==> src/rtl/ram_dp_be.sv <==
// ram_dp_be: dual-port RAM with byte-lane write enables, a power-up/on-demand clear sweep,
// a configurable read latency (1 or 2) and a selectable same-address collision policy.
module ram_dp_be #(
   parameter int AW        = 3,
   parameter int DW        = 8,
   parameter int LW        = 4,
   parameter int RD_LAT    = 1,
   parameter int COLL_MODE = 0
) (
   input  logic             clk,
   input  logic             reset,
   input  logic [AW-1:0]    addrr,
   input  logic [AW-1:0]    addrw,
   input  logic [1:0]       rw,
   input  logic [DW-1:0]    data_in,
   input  logic [DW/LW-1:0] wbe,
   input  logic             clr_req,
   output logic [DW-1:0]    data_out_c,
   output logic             rd_valid,
   output logic             busy
);
   localparam int NL = DW / LW;

   typedef enum logic {INIT, RUN} state_t;

   state_t          state_q, state_d;
   logic [AW:0]     cnt_q, cnt_d;
   logic [AW-1:0]   sweep_a, wa;
   logic [DW-1:0]   wd, rword;
   logic [NL-1:0]   we;
   logic            rd;
   logic            v1_q;
   logic [DW-1:0]   d1_q;
   logic [DW-1:0]   mem_q [2**AW];

   assign busy = (state_q == INIT);

   // A clear request during the sweep makes the current cycle the first of a fresh sweep.
   always_comb begin
      sweep_a = clr_req ? '0 : cnt_q[AW-1:0];
      cnt_d   = cnt_q;
      state_d = state_q;
      wa      = addrw;
      wd      = data_in;
      we      = '0;
      rd      = 1'b0;
      if (state_q == INIT) begin
         cnt_d   = (clr_req ? '0 : cnt_q) + (AW+1)'(1);
         state_d = cnt_d[AW] ? RUN : INIT;
         wa      = sweep_a;
         wd      = '0;
         we      = '1;
      end else if (clr_req) begin
         cnt_d   = '0;
         state_d = INIT;
      end else begin
         we = rw[0] ? wbe : '0;
         rd = rw[1];
      end
   end

   always_comb begin
      rword = mem_q[addrr];
      for (int k = 0; k < NL; k++)
         if (COLL_MODE == 1 && we[k] && addrr == wa)
            rword[k*LW +: LW] = wd[k*LW +: LW];
   end

   always_ff @(posedge clk)
      for (int k = 0; k < NL; k++)
         if (we[k]) mem_q[wa][k*LW +: LW] <= wd[k*LW +: LW];

   always_ff @(posedge clk or negedge reset) begin
      if (!reset) begin
         state_q <= INIT;
         cnt_q   <= '0;
         v1_q    <= 1'b0;
         d1_q    <= '0;
      end else begin
         state_q <= state_d;
         cnt_q   <= cnt_d;
         v1_q    <= rd;
         d1_q    <= rd ? rword : '0;
      end
   end

   generate
      if (RD_LAT == 2) begin : g_lat2
         logic          v2_q;
         logic [DW-1:0] d2_q;
         always_ff @(posedge clk or negedge reset) begin
            if (!reset) begin
               v2_q <= 1'b0;
               d2_q <= '0;
            end else begin
               v2_q <= v1_q;
               d2_q <= d1_q;
            end
         end
         assign rd_valid   = v2_q;
         assign data_out_c = d2_q;
      end else begin : g_lat1
         assign rd_valid   = v1_q;
         assign data_out_c = d1_q;
      end
   endgenerate
endmodule
==> config.mk <==
export PLATFORM = sky130hd
export DESIGN_NAME = ram_dp_be
export DESIGN_NICKNAME = d
export VERILOG_FILES = /design/src/rtl/ram_dp_be.sv
export SDC_FILE = /design/constraint.sdc
export NUM_CORES = 1
export LEC_CHECK = 0
export BUFFER_PORTS_ARGS = -buffer_cell sky130_fd_sc_hd__buf_2
export CORE_MARGIN = 2
export CORE_UTILIZATION = 45
export DETAILED_ROUTE_END_ITERATION = 8
export PLACE_DENSITY_LB_ADDON = 0.1
export SETUP_SLACK_MARGIN = 0.2
export SYNTH_ARGS = -nofsm -noshare
export SYNTH_HDL_FRONTEND = slang
export SYNTH_SLANG_ARGS = --single-unit
==> constraint.sdc <==
create_clock -name clk -period 1.74 [get_ports clk]
set_clock_uncertainty 0.2 [all_clocks]
set_input_delay 0.348 -clock clk [delete_from_list [all_inputs] [get_ports clk]]
set_output_delay 0.348 -clock clk [all_outputs]
set_load 0.02 [all_outputs]
# After elaboration in Yosys (flattened, before gate mapping)
# Memory sizes are Yosys's and may differ from the RTL's.
# Cells that the tools add are included.
# W data, S select, Z words.
[word_totals]
regBits = 14
latch_bits = 0
ramBits = 64
romBits = 0
input_bits = 21
out_inout_bits = 10
memories = 1
[op_classes]
add_sub_neg = 1
mul = 0
div = 0
n_lt_le_gt_ge = 0
eq_ne = 0
shift = 0
n_mux = 18
bitwise = 1
reduce_logical = 0
[memory_table]
columns = ["name", "words", "width", "rd", "rd_clocked_by_memory_dff", "wr", "line_no", "text"]
rows = [
  ["mem_q", 8, 8, 1, 0, 1, "34", "logic [DW-1:0] mem_q [2**AW];"],
]
[ops]
columns = ["cell", "n"]
rows = [
  ["$mux W8", 2],
  ["$mux W1", 9],
  ["$mux W4", 2],
  ["$mux W2", 3],
  ["$mux W3", 2],
  ["$add A4 B1 Y4 const B", 1],
  ["$not A1 Y1", 1],
]

# Depth between registers and ports, before layout
[depth]
word_depth = 5
depth_mapped = 5

# Worst setup path before layout
# Ideal clock, no wire load.
[synth_timing]
path_kind = "register -> register"
startpoint = "register state_q"
endpoint = "memory mem_q[4][0], enable pin"
setup_ns = 0.361
arrival_time_ns = 1.227
t_required_ns = 1.179
slack_ns = -0.048
stages_incl_launch_ff = 5
path_buffers = 2
period_less_slack_ns = 1.788
path_cell_list = "dfrtp_1 > buf_6 > buf_8 > o21a_1 > nor3_1"
[synth_between]
elab_chain_len = 3
word_cells_on_any_way = 4
cone_classes = "4 x mux"
[synth_rtl]
columns = ["element", "line_no", "text"]
rows = [
  ["start, declared", "26", "state_t state_q, state_d;"],
  ["start signal, assigned", "80", "state_q <= state_d;"],
  ["$mux W2", "47", "if (state_q == INIT) begin"],
  ["$mux W1", "71", "if (we[k]) mem_q[wa][k*LW +: LW] <= wd[k*LW +: LW];"],
  ["$mux W1 (implied by the code)", "71", ""],
  ["end, declared", "34", ""],
]
# Parallel ways exist; a longest one is shown, timed or not.

# Worst setup path in the final report
[layout_timing]
startpoint = "register state_q"
endpoint = "output busy"
[layout_between]
elab_chain_len = 1
[layout_rtl]
columns = ["element", "line_no", "text"]
rows = [
  ["$not A1 Y1", "n/a", ""],
  ["end, declared", "20", "output logic busy"],
]
# No other way between the ends.

==> results.py <==
metrics = {
    "critical_path": {
        "worstPathRequired_ps": 1190,
        "critPathKind": "flop to output port",
        "arrival_ps": 1230,
        "endpoint_kind": "output port",
        "setup.worst_path.start_class": "flop",
        "worstPathMaxFanout": 7,
    },
    "sta": {
        "slew_violations": 0,
        "slew_headroom": 0.566,
        "worst_hold_slack_ps": 194,
        "setup-tns-final_ps": -430,
        "finalCritPeriodShare": 1.02,
        "setup_slack_ps": -34.4,
        "grt_setup_unrepaired": "true",
        "worstMarginPinSlew_ps": 650,
        "hold_violations": 0,
        "min_period_ps": 1770,
        "finalSetupViolations": 21,
        "fmax_mhz": 564,
    },
    "placement": {
        "dpl.hpwl_mm": 4.64,
        "post_dp_cell_area_um2": 3810,
        "dp_cells": 363,
        "place_ws_ps": -166,
        "portBuffers": 30,
        "gp_congestion": 0.793,
    },
    "power": {
        "powerDensity_nw_per_um2": 1350,
        "peakVddDrop_v": 0.000640,
        "p_leak_nw": 1.74,
    },
    "yosys": {
        "yosys_warnings": 0,
        "ys.flop_type": "edfxtp_1",
        "yosys_register_bits": 78,
        "ys_seq_area_frac": 0.686,
        "synth_area_um2": 3310,
        "syn_area_per_cell_um2": 15.3,
        "synth_edf_count": 64,
        "synthCells": 217,
        "yosysUniqueCellTypes": 35,
        "synth_nets": 238,
        "ys_async_sr_fraction": 0.179,
    },
    "floorplan": {
        "io_pins": 31,
        "rows": 31,
        "die_h_um": 89.8,
        "die_x_um": 89.8,
        "start_util": 0.462,
        "core_um2": 7180,
        "dieArea_um2": 8060,
    },
    "global_routing": {
        "grt_overflow_total": 0,
        "grt_pass1_vias": 1985,
        "antenna_found_initial": 0,
        "grt_pass1_wl_mm": 10.6,
        "grt_use_total": 0.175,
        "grt_max_degree": 21,
    },
    "layout": {
        "num-nets-final": 311,
        "fin_area_um2": 4360,
        "antenna_cells": 0,
        "areaGrowthSynthToFinish_pct": 31.5,
        "finalNonFillerCells": 394,
        "layout-drive-gt1-share": 0.424,
    },
    "clocking": {
        "htree_levels": 3,
        "cts_buffers": 9,
        "cts-root-buf": "clkbuf_8",
        "cts_tree": "built",
        "cts.path.max_buffers": 2,
        "worstSkewPairLatency_ps": 330,
        "cts_sinks": 78,
        "clk_pin_slew_ps": 80,
    },
    "detailed_routing": {
        "vias_per_cell": 5.06,
        "drt-total-wl_mm": 6.76,
        "num_vias": 1995,
        "drt-pass1-iter-count": 4,
        "antenna_left": 0,
        "drc_errors": 0,
        "drtIter0Drc": 168,
        "wl_per_cell_um": 17.2,
    },
    "status": {
        "violations": "setup timing",
        "status": "finished with violations",
    },
    "run": {
        "max_cap_viol_count": 0,
    },
    "hold_path": {
        "min_path_type": "primary input to flop",
    },
}
registers in the layout, indices dropped and copies added, names as in the netlist:
signal / cells
cnt_q: 4
data_out_c: 8
mem_q: 64
rd_valid: 1
state_q: 1
routing by layer:
metal | up-vias | wire length, um | share of wire | GRT usage
li1 | 973 | - | - | -
met1 | 967 | 3220 | 0.48 | 0.252
met2 | 49 | 3140 | 0.46 | 0.257
met3 | 6 | 316 | 0.047 | 0.0394
met4 | 0 | 91 | 0.013 | 0.0756
met5 | - | 0 | 0 | 0
cell type report:
class / instances / area [um2]
clock inverter: 4 / 93.8
inverter: 2 / 12.5
timing repair buffer: 73 / 531
tap: 99 / 124
clock buffer: 12 / 155
sequential: 78 / 2270
fill: 532 / 2820
multi-input combinational: 126 / 1170
worst paths after layout:
path / startpoint / end / slack (ps) / depth (start not counted)
min: data_in[5] / mem_q[5][5] / 190 / 2
max in group asynchronous: reset / state_q / 770 / 2
max reg2reg: state_q / mem_q[3][7] / -30 / 4
min in group asynchronous: reset / data_out_c[7] / 260 / 2
max: state_q / busy / -30 / 4
min reg2reg: cnt_q[3] / cnt_q[3] / 400 / 2
power by group:
group	switching (mW)	total (mW)	internal (mW)
combinational	0.850	1.64	0.791
clock	0.613	1.64	1.03
sequential	0.133	2.59	2.46
cells in the final DEF, fill, tap and decap left out, types with 2 or more instances in the layout:
cell	n
a22oi_1	16
nor2b_1	4
and3_1	4
a21oi_1	2
xor2_1	3
mux2i_1	32
nand3b_1	3
buf_12	3
nor2b_4	2
bufinv_16	3
nand2b_1	2
clkbuf_8	11
and3_4	4
xnor2_1	2
nor2_4	7
buf_4	37
buf_6	2
dfrtp_1	13
o21ai_4	3
nor2_1	8
and2_4	7
a2bb2oi_1	2
edfxtp_1	64
nand4_1	2
nor3_4	3
buf_2	29
and2_1	2
nand2_1	2
inv_4	2
synth_stat cells, types with 3 or more instances:
library cell   n  area share
nand2b_1       3      0.0057
o21ai_0        3      0.0045
nor2b_1        6       0.011
and3_1         8       0.015
nand2_1        3      0.0034
dfrtp_1       14        0.11
nor2_1        15       0.017
and2_1         9       0.017
mux2i_1       33        0.10
nor3_1         4      0.0060
edfxtp_1      64        0.58
nand3b_1       3      0.0068
xor2_1         3      0.0079
a22oi_1       16       0.036
buf_6          3       0.010
kinds of logic after synthesis:
family          after synthesis  share of synthesized area
mux                          33                     0.0997
buf+inv                      13                     0.0355
simple gates                 58                      0.100
xor+xnor                      5                     0.0132
flops                        78                      0.686
compound gates               30                     0.0657
what timing repair did:
item | in CTS | in global routing
endpoints found under the setup margin | 65 | 99
hold buffers | 1 | 0
setup buffers | 6 | 8
hold endpoints to repair | 14 | 0
pin swaps | 5 | 6
resized for setup | 35 | 16
critical path: stages (launching register included):
cell and delay (ps):
dfrtp_2 470, buf_4 160, buf_6 120, inv_4 50, buf_6 100
through the flow:
stage,total power [mW],util
after floorplan,3.39,-
after global placement,3.91,0.532
after detailed placement,3.92,0.532
after CTS,5.78,0.593
after global routing,6.14,0.607
final,5.87,0.607
No activity file was read; power rests on OpenSTA's default activity.
